### src/rtl/mips_mem_pkg.sv
// Shared types and constants for the MIPS data-memory load path.
// Load type codes, FSM state encodings and the latency counter width.
package mips_mem_pkg;

    localparam int CNT_W = 3;

    localparam logic [2:0] LT_LW  = 3'd0;
    localparam logic [2:0] LT_LH  = 3'd1;
    localparam logic [2:0] LT_LHU = 3'd2;
    localparam logic [2:0] LT_LB  = 3'd3;
    localparam logic [2:0] LT_LBU = 3'd4;

    typedef enum logic [1:0] {
        S_IDLE  = 2'd0,
        S_WAIT  = 2'd1,
        S_VALID = 2'd2
    } state_t;

endpackage

### src/rtl/load_extract.sv
// Selects the addressed byte/half/word from a little-endian RAM word
// and sign- or zero-extends it to 32 bits.
module load_extract
    import mips_mem_pkg::*;
(
    input  logic [2:0]  ld_type,
    input  logic [1:0]  off,
    input  logic [31:0] mem_out,
    output logic [31:0] data
);

    logic [7:0]  byte_v;
    logic [15:0] half_v;

    always_comb begin
        byte_v = mem_out[{off, 3'b000} +: 8];
        half_v = mem_out[{off[1], 4'b0000} +: 16];
        case (ld_type)
            LT_LB:   data = {{24{byte_v[7]}}, byte_v};
            LT_LBU:  data = {24'd0, byte_v};
            LT_LH:   data = {{16{half_v[15]}}, half_v};
            LT_LHU:  data = {16'd0, half_v};
            // Unused codes fall back to a full-word load.
            default: data = mem_out;
        endcase
    end

endmodule

### src/rtl/ram_load_adapter.sv
// Issues word-aligned RAM reads for MIPS loads and returns the extended
// result after RAM_LATENCY cycles; misaligned loads are flagged, not issued.
module ram_load_adapter
    import mips_mem_pkg::*;
#(
    parameter int ADDR_BITS   = 32,
    parameter int DATA_BITS   = 32,
    parameter int RAM_LATENCY = 1
) (
    input  logic                 clk,
    input  logic                 rst,
    input  logic                 ld_req,
    input  logic [2:0]           ld_type,
    input  logic [31:0]          result1,
    input  logic [DATA_BITS-1:0] mem_out,
    output logic [ADDR_BITS-1:0] addr,
    output logic                 mem_rd_en,
    output logic [31:0]          load_data,
    output logic                 load_valid,
    output logic                 busy,
    output logic                 addr_err
);

    localparam logic [CNT_W-1:0] LAT = CNT_W'(RAM_LATENCY);

    state_t           state_q;
    logic [CNT_W-1:0] cnt_q;
    logic [2:0]       type_q;
    logic [1:0]       off_q;
    logic [31:0]      load_data_q;
    logic             load_valid_q;
    logic             addr_err_q;

    logic             accept;
    logic             aligned;
    logic [31:0]      ext_data;

    always_comb begin
        case (ld_type)
            LT_LH, LT_LHU: aligned = ~result1[0];
            LT_LB, LT_LBU: aligned = 1'b1;
            default:       aligned = (result1[1:0] == 2'b00);
        endcase
    end

    assign accept    = ld_req && (state_q != S_WAIT);
    assign mem_rd_en = accept && aligned;
    assign addr      = ADDR_BITS'(result1 >> 2);
    assign busy      = (state_q == S_WAIT);

    load_extract u_extract (
        .ld_type (type_q),
        .off     (off_q),
        .mem_out (mem_out[31:0]),
        .data    (ext_data)
    );

    always_ff @(posedge clk) begin
        if (rst) begin
            state_q      <= S_IDLE;
            cnt_q        <= '0;
            type_q       <= '0;
            off_q        <= '0;
            load_data_q  <= '0;
            load_valid_q <= 1'b0;
            addr_err_q   <= 1'b0;
        end else begin
            load_valid_q <= 1'b0;
            addr_err_q   <= 1'b0;
            case (state_q)
                S_WAIT: begin
                    if (cnt_q == LAT) begin
                        load_data_q  <= ext_data;
                        load_valid_q <= 1'b1;
                        state_q      <= S_VALID;
                    end else begin
                        cnt_q <= cnt_q + 1'b1;
                    end
                end
                default: begin
                    if (accept && aligned) begin
                        type_q  <= ld_type;
                        off_q   <= result1[1:0];
                        cnt_q   <= CNT_W'(1);
                        state_q <= S_WAIT;
                    end else begin
                        addr_err_q <= accept;
                        state_q    <= S_IDLE;
                    end
                end
            endcase
        end
    end

    assign load_data  = load_data_q;
    assign load_valid = load_valid_q;
    assign addr_err   = addr_err_q;

endmodule

### config.mk
export PLATFORM = sky130hd
export DESIGN_NAME = ram_load_adapter
export DESIGN_NICKNAME = d
export VERILOG_FILES = /design/src/rtl/mips_mem_pkg.sv /design/src/rtl/load_extract.sv /design/src/rtl/ram_load_adapter.sv
export SDC_FILE = /design/constraint.sdc
export NUM_CORES = 1
export LEC_CHECK = 0
export CORE_UTILIZATION = 30
export DETAILED_ROUTE_END_ITERATION = 7
export PLACE_DENSITY = 0.73
export SLEW_MARGIN = 25
export SYNTH_ARGS = -nofsm -noshare
export SYNTH_HDL_FRONTEND = slang
export SYNTH_SLANG_ARGS = --single-unit
export TNS_END_PERCENT = 10
### constraint.sdc
create_clock -name clk -period 2.7 [get_ports clk]
set_clock_uncertainty 0.05 [all_clocks]
set_input_delay 0.405 -clock clk [delete_from_list [all_inputs] [get_ports clk]]
set_output_delay 0.405 -clock clk [all_outputs]
set_load 0.01 [all_outputs]
# Word-level counts from Yosys, hierarchy flattened
# Index checks and enable logic that the tools add are counted.
# word_totals
reg_bits	44
out_inout_bits	68
elab_cells	45
inputBits	70
# classes
mux	9
n_reduce_logical	11
addsub	1
n_eq_ne	13
n_bitwise	2
shifts	2
# ops
operator	count
$pmux W32 S4	1
$shiftx A32 B6 Y16	1
$shiftx A32 B6 Y8	1
$eq A3 B2 Y1 const B	4
$eq A3 B1 Y1 const B	3
$mux W3	3
$eq A3 B3 Y1 const B	2
$reduce_and A2 Y1	3
$reduce_or A2 Y1	3
$mux W2	2
$ne A2 B1 Y1 const B	2
$add A3 B1 Y3 const B	1
$reduce_or A3 Y1	1
$eq A2 B1 Y1 const B	1
$logic_and A1 B1 Y1	2
$logic_not A2 Y1	1
$mux W1	2
$ne A2 B2 Y1 const B	1
$not A1 Y1	2
$pmux W1 S2	1
$reduce_bool A2 Y1	1

# Longest topological paths before layout
# Gate-level depths: netlist of the first run.
# logic_depth
word_depth	6
mapped_depth	8
mapped_depth_nobuf	7

# Cells and area by module
# From an unflattened synthesis of the first run, not the netlist that was laid out.
# unflattened
hier_cells	340
hier_area_um2	2687.6
# modules_own_cells
mod	area_each_um2	instances	seq_area_each_um2	cells_per_inst
ram_load_adapter	1849.3	1	880.8	227
load_extract	838.3	1	0.0	113

# Worst setup path before layout of the first run
# Ideal clock, no wire load.
# synth_timing
kind	input to register
from	input port mem_out[31]
to	register load_data_q[21], in the netlist load_data[21]
n_path_buf	1
required_time_ps	2531
path_slack_ps	951
stages	5
arrival_ps	1579
cell_sequence	mux4_2 > mux2_2 > a21oi_4 > buf_6 > a21oi_1
# synth_via
elab_chain_len	2
# synth_lines
item	line_no	source
from (decl)	ram_load_adapter.sv:15	input logic [DATA_BITS-1:0] mem_out,
$shiftx A32 B6 Y16 or $shiftx A32 B6 Y8 (tied branches)	load_extract.sv:17, load_extract.sv:16	
$pmux W32 S4 *	load_extract.sv:18	case (ld_type)
to (signal assigned)	ram_load_adapter.sv:73	load_data_q <= ext_data;
to (decl)	ram_load_adapter.sv:30	logic [31:0] load_data_q;
# Mark *: on every way between the ends. The rest lies on a longest branch, timed or not.
# A chain may end at the register's enable or synchronous reset.

# Worst setup path after layout of the first run
# layout_timing
from	input port ld_type[1]
to	output port mem_rd_en
# layout_via
elab_chain_len	4
# layout_lines
item	line_no	source
from (decl)	ram_load_adapter.sv:13	input logic [2:0] ld_type,
$eq A3 B2 Y1 (tied with other cells)	ram_load_adapter.sv:39	case (ld_type)
$reduce_or A2 Y1	ram_load_adapter.sv:39	
$pmux W1 S2 *	ram_load_adapter.sv:39	
$logic_and A1 B1 Y1 *	ram_load_adapter.sv:47	assign mem_rd_en = accept && aligned;
to (decl)	ram_load_adapter.sv:17	output logic mem_rd_en,
# Marks and branches as above.

==> results of run 1 <==
## synth_stat cells (5+ instances only)
library cell  instances
o21ai_0              35
a21oi_1              40
a311o_1               5
buf_4                32
nand2b_1             15
clkbuf_1             16
nand2_1              44
o21a_1                7
buf_2                11
nand4_1               6
mux2i_1              10
o221ai_1              9
nor2_1               17
inv_1                14
dfxtp_1              44
## per-stage QoR
stage / utilization / std cells / instance area (sq um) / setup WS, ns / hold slack [ns]
2_1_floorplan: - / 374 / 2905 / 0.9513 / 0.4269
3_3_place_gp: 0.3842 / 531 / 3567 / 0.3675 / 0.3987
3_5_place_dp: 0.3842 / 531 / 3567 / 0.2925 / 0.3999
4_1_cts: 0.3943 / 539 / 3661 / 0.3519 / 0.4223
5_1_grt: 0.3943 / 539 / 3661 / 0.2947 / 0.4442
6_report: 0.3943 / 539 / 3661 / 0.3562 / 0.4131
## kinds of logic (layout without fill, tap and decap cells)
logic type,count (synthesis),count (layout),share of synthesized area
AOI/OAI and AO/OA,135,135,0.3062
xor gates and xnor gates,3,3,0.009057
muxes,16,16,0.06554
and+or+nand+nor,97,97,0.1600
adders and majority gates,2,2,0.008623
buffers and inverters,75,111,0.1458
other,1,2,0.001292
DFF,44,44,0.3036
## sequential cells by signal, indices dropped and copies added, names as in the netlist
signal      cells
addr_err        1
cnt_q           3
load_data      32
load_valid      1
off_q           2
state_q         2
type_q          3
## placed cells by master (no fill, tap or decap), drive strengths merged, types with 4 or more instances in the layout
cell type      netlist  routed
o221ai               9       9
dfxtp               44      44
a311o                5       5
buf                 45      14
o21a                 7       7
mux2i               10      10
clkdlybuf4s50        0      75
nand2b              15      15
nor2                17      17
a21o                 4       4
o21ai               35      35
a21oi               42      42
clkbuf              16       5
mux2                 4       4
inv                 14      16
nand4                6       6
a21boi               4       4
nand2               44      44
a211oi               4       4
## cell type report
cell class                      instances  area (sq um)
Sequential cell                        44         880.8
Clock buffer                            5         68.82
Clock inverter                          3         25.02
Multi-Input combinational cell        255          1617
Tap cell                              129         161.4
Fill cell                             952          5623
Timing Repair Buffer                   89         855.8
Inverter                               14         52.55
## worst min-delay path, cell delays in order (launching register included)
cell     delay (ns)
dfxtp_1        0.34
nand2_1        0.04
o21ai_0        0.05
## worst paths after layout
kind           startpoint           end  slack, ns
min          load_data[0]  load_data[0]       0.41
max            ld_type[1]     mem_rd_en       0.36
max reg2reg     type_q[1]  load_data[7]       0.56
min reg2reg  load_data[0]  load_data[0]       0.41
## power by group through the flow
stage / Sequential [uW] / Combinational, uW / Clock (uW)
after global routing: 714 / 463 / 489
after floorplan: 721 / 274 / 0
final: 710 / 428 / 450
after detailed placement: 724 / 422 / 0
after CTS: 709 / 424 / 462
after global placement: 724 / 415 / 0
## routing by layer
layer | wire, um | vias to the layer above | global-route usage
met4 | 172 | 0 | 0.06020
met3 | 749 | 26 | 0.04248
met5 | 0 | - | 0
li1 | - | 1377 | -
met1 | 3945 | 1372 | 0.2349
met2 | 4116 | 150 | 0.2819
==> summary.md, run 1 <==
| Metric | Value |
|---|---|
| Largest stage delay, worst path | `0.55 ns` |
| Max_cap viols | `0` |
| CP Class | `input pin to primary output` |
| Reg power frac | `0.447` |
| First-pass DRT Iterations | `5` |
| Num CTS Buffers | `5` |
| Final setup TNS | `0 ns` |
| Worst Max-Slew Pin Slew | `a little under 0.7 ns` |
| Leakage | `between 0.001 and 0.0015 uW` |
| Crit path DAT | `about 1.9 ns` |
| Worst endpoint required time | `approximately 2.3 ns` |
| Post-synth ARST share | `0` |
| Stages on the worst setup path | `5` |
| RSZ-0062 raised after global routing | `false` |
| Clock power share | `0.284` |
| Largest net degree at the start of global routing | `38` |
| CP startpoint kind | `input pin` |
| Vias post-DR | `2925` |
| Netlist Area Pre-Place | `between 2000 and 3000 sq um` |
| Pwr Density | `approximately 430 nW/um^2` |
| Slew Limit Fails | `0` |
| Predominant post-synthesis flop cell | `dfxtp_1` |
| Area Growth Syn to Fin | `26.18%` |
| Final net count | `481` |
| Period utilization | `0.8681` |
| Reg clk slew, reported paths | `approximately 0.10 ns` |
| Clk_lat worst skew | `0.30 ns` |
| Psw | `slightly above 500 uW` |
| Grt ovf | `0` |
| Most used cell, CP | `clkdlybuf4s50_1` |
| Hold path cells | `2` |
| Gp weighted congestion | `0.8891` |
| First-iteration detailed-routing DRC count | `approximately 370` |
| Final setup fails | `0` |
| Initial core utilization | `0.3125` |
| Comb power frac | `0.269` |
| First-pass GRT wire length | `14.09 mm` |
| Num rows | `35` |
| Cell taking the most area after synthesis | `dfxtp_1` |
| Top Ports | `138` |
| Die area | `between 10000 and 15000 sq um` |
| CTS tree | `done` |
| Worst VDD drop | `between 0.2 and 0.25 mV` |
| Worst relative slew slack | `0.5492` |
| Vias per Instance | `about 5.4` |
| Sw frac | `0.3260` |
| Root cell of the clock tree | `clkbuf_8` |
| Number of port buffers | `75` |
| Largest delay share family, worst path | `buffers and inverters` |
| Top cell type's share of synthesized area | `0.3036` |
| Final critical-path required period | `between 2 and 2.5 ns` |
| Slowest-stage cell, CP | `clkdlybuf4s50_1` |
| WP buf/inv | `2` |
| Routed len/inst | `between 15 and 20 um` |
| Remaining DRCs | `0` |
| WL final | `roughly 9.0 mm` |
| Ant. Diodes | `0` |
| Worst Reg2Reg Path Length in Cells | `4` |
| Pwr Total | `~1600 uW` |
| Tightest Hold Check Type | `flop to flop` |
| Cell variety after synth | `52` |
| Yosys synthesis warning count | `0` |
| Cts repair resizes | `0` |
| Avg Synthesized Cell Area | `7.779 sq um` |
| Cells along the critical path | `clkdlybuf4s50_1 > nand2_1 > a21o_1 > a21oi_2 > clkdlybuf4s50_1` |
| GRT Overall Usage | `0.1773` |
| DRT antenna net count | `0` |
| Outcome | `complete, no violations` |
| Cell Int Power | `~1100 uW` |
| Hold buffers post-CTS | `0` |
| Area contributors post-synth | `dfxtp_1 (30%), buf_4 (8.3%), a21oi_1 (6.9%), o21ai_0 (6.0%), nand2_1 (5.7%)` |
| Post-DP HPWL | `approximately 6.6 mm` |
| TritonCTS Sinks | `44` |
| Critical path peak fanout | `4` |
| Max Buffers Root-to-Sink | `2` |
| Sequential area share after synthesis | `0.3036` |
| Seq cells post-synth | `44` |
| H-tree depth | `2` |
| Vias in the first global route | `roughly 2800` |
| Initial antenna violation count | `0` |
| Crit end category | `primary output` |
| Fin. Hold Viols | `0` |
| Post-CTS Setup Bufs | `0` |
| Core box area | `between 9000 and 10000 sq um` |
| Fraction of layout cells with a size suffix above 1 | `0.08537` |
| Die height | `between 100 and 150 um` |
| Post-synth EDFFs | `0` |
| Die width | `100.3 um` |
| Fmax achieved | `~430 MHz` |
| Syn Inst Count | `between 300 and 400` |
No activity file was read; power rests on OpenSTA's default activity.
==> inputs of run 2 (changes only) <==
--- a/config.mk
+++ b/config.mk
@@ -8,7 +8,8 @@
 export CORE_UTILIZATION = 30
 export DETAILED_ROUTE_END_ITERATION = 7
 export PLACE_DENSITY = 0.73
-export SLEW_MARGIN = 25
+export SKIP_CTS_REPAIR_TIMING = 1
+export SLEW_MARGIN = 20
 export SYNTH_ARGS = -nofsm -noshare
 export SYNTH_HDL_FRONTEND = slang
 export SYNTH_SLANG_ARGS = --single-unit
==> results of run 2 <==
No change in the layout: final DEF, timing and power equal those of run 1.
==> inputs of run 3 (changes only) <==
--- a/config.mk
+++ b/config.mk
@@ -5,6 +5,7 @@
 export SDC_FILE = /design/constraint.sdc
 export NUM_CORES = 1
 export LEC_CHECK = 0
+export CORE_MARGIN = 5
 export CORE_UTILIZATION = 30
 export DETAILED_ROUTE_END_ITERATION = 7
 export PLACE_DENSITY = 0.73
==> run 3 against run 2 <==
Net effect:
- clock-buffer cell count is the same
- utilization shrank 0.10 points
- final area grew 0.21%
- register-to-register slack lost 0.04 ns
==> summary.md, run 3 (same netlist as run 1, synthesis figures left out) <==
| Metric | Value |
|---|---|
| Worst Max-Slew Pin Slew | `about 0.68 ns` |
| Max layer used | `met4` |
| Hold WS | `between 0.4 and 0.5 ns` |
| Fmax achieved | `418.9 MHz` |
| Routed length on met3 | `roughly 860 um` |
| Final critical-path required period | `between 2 and 2.5 ns` |
| Most common cell after layout, fill and taps aside | `clkdlybuf4s50_1` |
| First-pass DRT Iterations | `6` |
| Worst VDD drop | `about 0.21 mV` |
| Commonest cells after routing, fill and taps aside | `clkdlybuf4s50_1 (75), nand2_1 (44), dfxtp_1 (44)` |
| Remaining DRCs | `0` |
| Slew Limit Fails | `0` |
| Fin. Hold Viols | `0` |
| Ant. Diodes | `0` |
| Die area | `between 10000 and 15000 sq um` |
| Worst relative slew slack | `0.5483` |
| H-tree depth | `2` |
| Crit end category | `primary output` |
| Comb power frac | `0.270` |
| Leakage | `between 0.001 and 0.0015 uW` |
| Root cell of the clock tree | `clkbuf_8` |
| Pwr Total | `around 1600 uW` |
| Clk_lat worst skew | `roughly 0.30 ns` |
| Routed len/inst | `17.10 um` |
| Cells along the critical path | `clkdlybuf4s50_1 > nand2_1 > a21o_1 > a21oi_2 > clkdlybuf4s50_1` |
| Initial antenna violation count | `0` |
| Reg clk slew, reported paths | `0.09 ns` |
| Largest net degree at the start of global routing | `38` |
| Max FFs per register | `32` |
| Reg-to-reg startpoint | `type_q[1]` |
| WP buf/inv | `2` |
| Outcome | `complete, no violations` |
| Met2 WL | `between 4 and 5 mm` |
| WHS Endpoint | `load_data[6]` |
| Worst endpoint required time | `around 2.3 ns` |
| First-iteration detailed-routing DRC count | `between 200 and 300` |
| Max_cap viols | `0` |
| Die height | `about 110 um` |
| Fraction of layout cells with a size suffix above 1 | `0.08759` |
| M1 wire length | `between 3 and 4 mm` |
| RSZ-0062 raised after global routing | `false` |
| Hold path cells | `2` |
| Slowest-stage cell, CP | `clkdlybuf4s50_1` |
| Final net count | `482` |
| Grt ovf | `0` |
| Largest delay share family, worst path | `buffers and inverters` |
| R2r endpoint | `load_data[2]` |
| WL final | `between 9 and 10 mm` |
| Fill count | `946` |
| Num rows | `35` |
| Psw | `between 500 and 600 uW` |
| Largest stage delay, worst path | `0.55 ns` |
| Final setup TNS | `0 ns` |
| Critical path peak fanout | `4` |
| Tightest Hold Check Type | `flop to flop` |
| DRT antenna net count | `0` |
| Vias in the first global route | `about 2900` |
| Gp weighted congestion | `between 0.8 and 0.9` |
| Reg power frac | `0.446` |
| Core box area | `slightly above 9000 sq um` |
| Die width | `between 100 and 150 um` |
| Top Ports | `roughly 140` |
| Hold path startpoint | `load_data[6]` |
| Pwr Density | `around 430 nW/um^2` |
| Worst setup startpoint | `ld_type[1]` |
| Num CTS Buffers | `5` |
| Cell Int Power | `roughly 1100 uW` |
| CP Class | `input pin to primary output` |
| Vias per Instance | `5.374` |
| GRT Overall Usage | `0.1553` |
| Worst Reg2Reg Path Length in Cells | `4` |
| Crit path DAT | `just under 2 ns` |
| Max Buffers Root-to-Sink | `2` |
| Most used cell, CP | `clkdlybuf4s50_1` |
| Vias post-DR | `between 2000 and 3000` |
| CTS tree | `done` |
| Sw frac | `0.3265` |
| Number of port buffers | `75` |
| Period utilization | `0.8841` |
| Flop2flop setup slack | `approximately 0.52 ns` |
| Initial core utilization | `0.3111` |
| Final setup fails | `0` |
| CP startpoint kind | `input pin` |
| Clock power share | `0.284` |
| TritonCTS Sinks | `44` |
| Area Growth Syn to Fin | `26.43%` |
| Post-DP HPWL | `~6.9 mm` |
| First-pass GRT wire length | `between 10 and 15 mm` |
==> run 3: cell count changes in the layout (fill, tap and decap cells not counted), sizes merged <==
cell and delta:
buf +1
==> run 3: metal layers <==
layer  vias to the layer above  global-route usage
met5                         -                   0
met3                        15             0.04119
met4                         0             0.04418
met2                       149              0.2451
met1                      1359              0.2087
li1                       1379                   -
==> run 3: cell type report <==
| type | instances | area [sq um] | share of cell area |
|---|---|---|---|
| clock buffer | 5 | 68.82 | 0.01876 |
| timing repair buffer | 90 | 863.3 | 0.2353 |
| multi-input combinational | 255 | 1617 | 0.4407 |
| inverter | 14 | 52.55 | 0.01432 |
| sequential | 44 | 880.8 | 0.2401 |
| tap | 129 | 161.4 | 0.04400 |
| clock inverter | 3 | 25.02 | 0.006821 |
==> run 3: power groups by stage <==
stage                     combinational [uW]  clock [uW]  sequential (uW)
after detailed placement                 426           0              724
final                                    431         453              711
after floorplan                          274           0              721
after global routing                     468         492              715
after CTS                                429         463              710
after global placement                   420           0              724
==> run 3: worst max-delay path by stage <==
stage	to	slack, ns	cells after the start
2_1_floorplan	load_data[21]	0.95	5
3_3_place_gp	mem_rd_en	0.37	5
3_5_place_dp	mem_rd_en	0.31	5
4_1_cts	mem_rd_en	0.30	5
5_1_grt	mem_rd_en	0.22	5
6_report	mem_rd_en	0.31	5
==> run 3: tightest hold or removal path: cells and delay by family (launching register included) <==
kind / cells / cell delay [ns]
flops: 1 / 0.34
compound gates: 1 / 0.06
simple gates: 1 / 0.05
==> run 3: stage by stage <==
step	setup WS, ns	cells	area, sq um	util
4_1_cts	0.3043	540	3669	0.3933
6_report	0.3130	540	3669	0.3933
2_1_floorplan	0.9513	374	2905	-
3_5_place_dp	0.3064	532	3575	0.3832
3_3_place_gp	0.3656	532	3575	0.3832
5_1_grt	0.2157	540	3669	0.3933
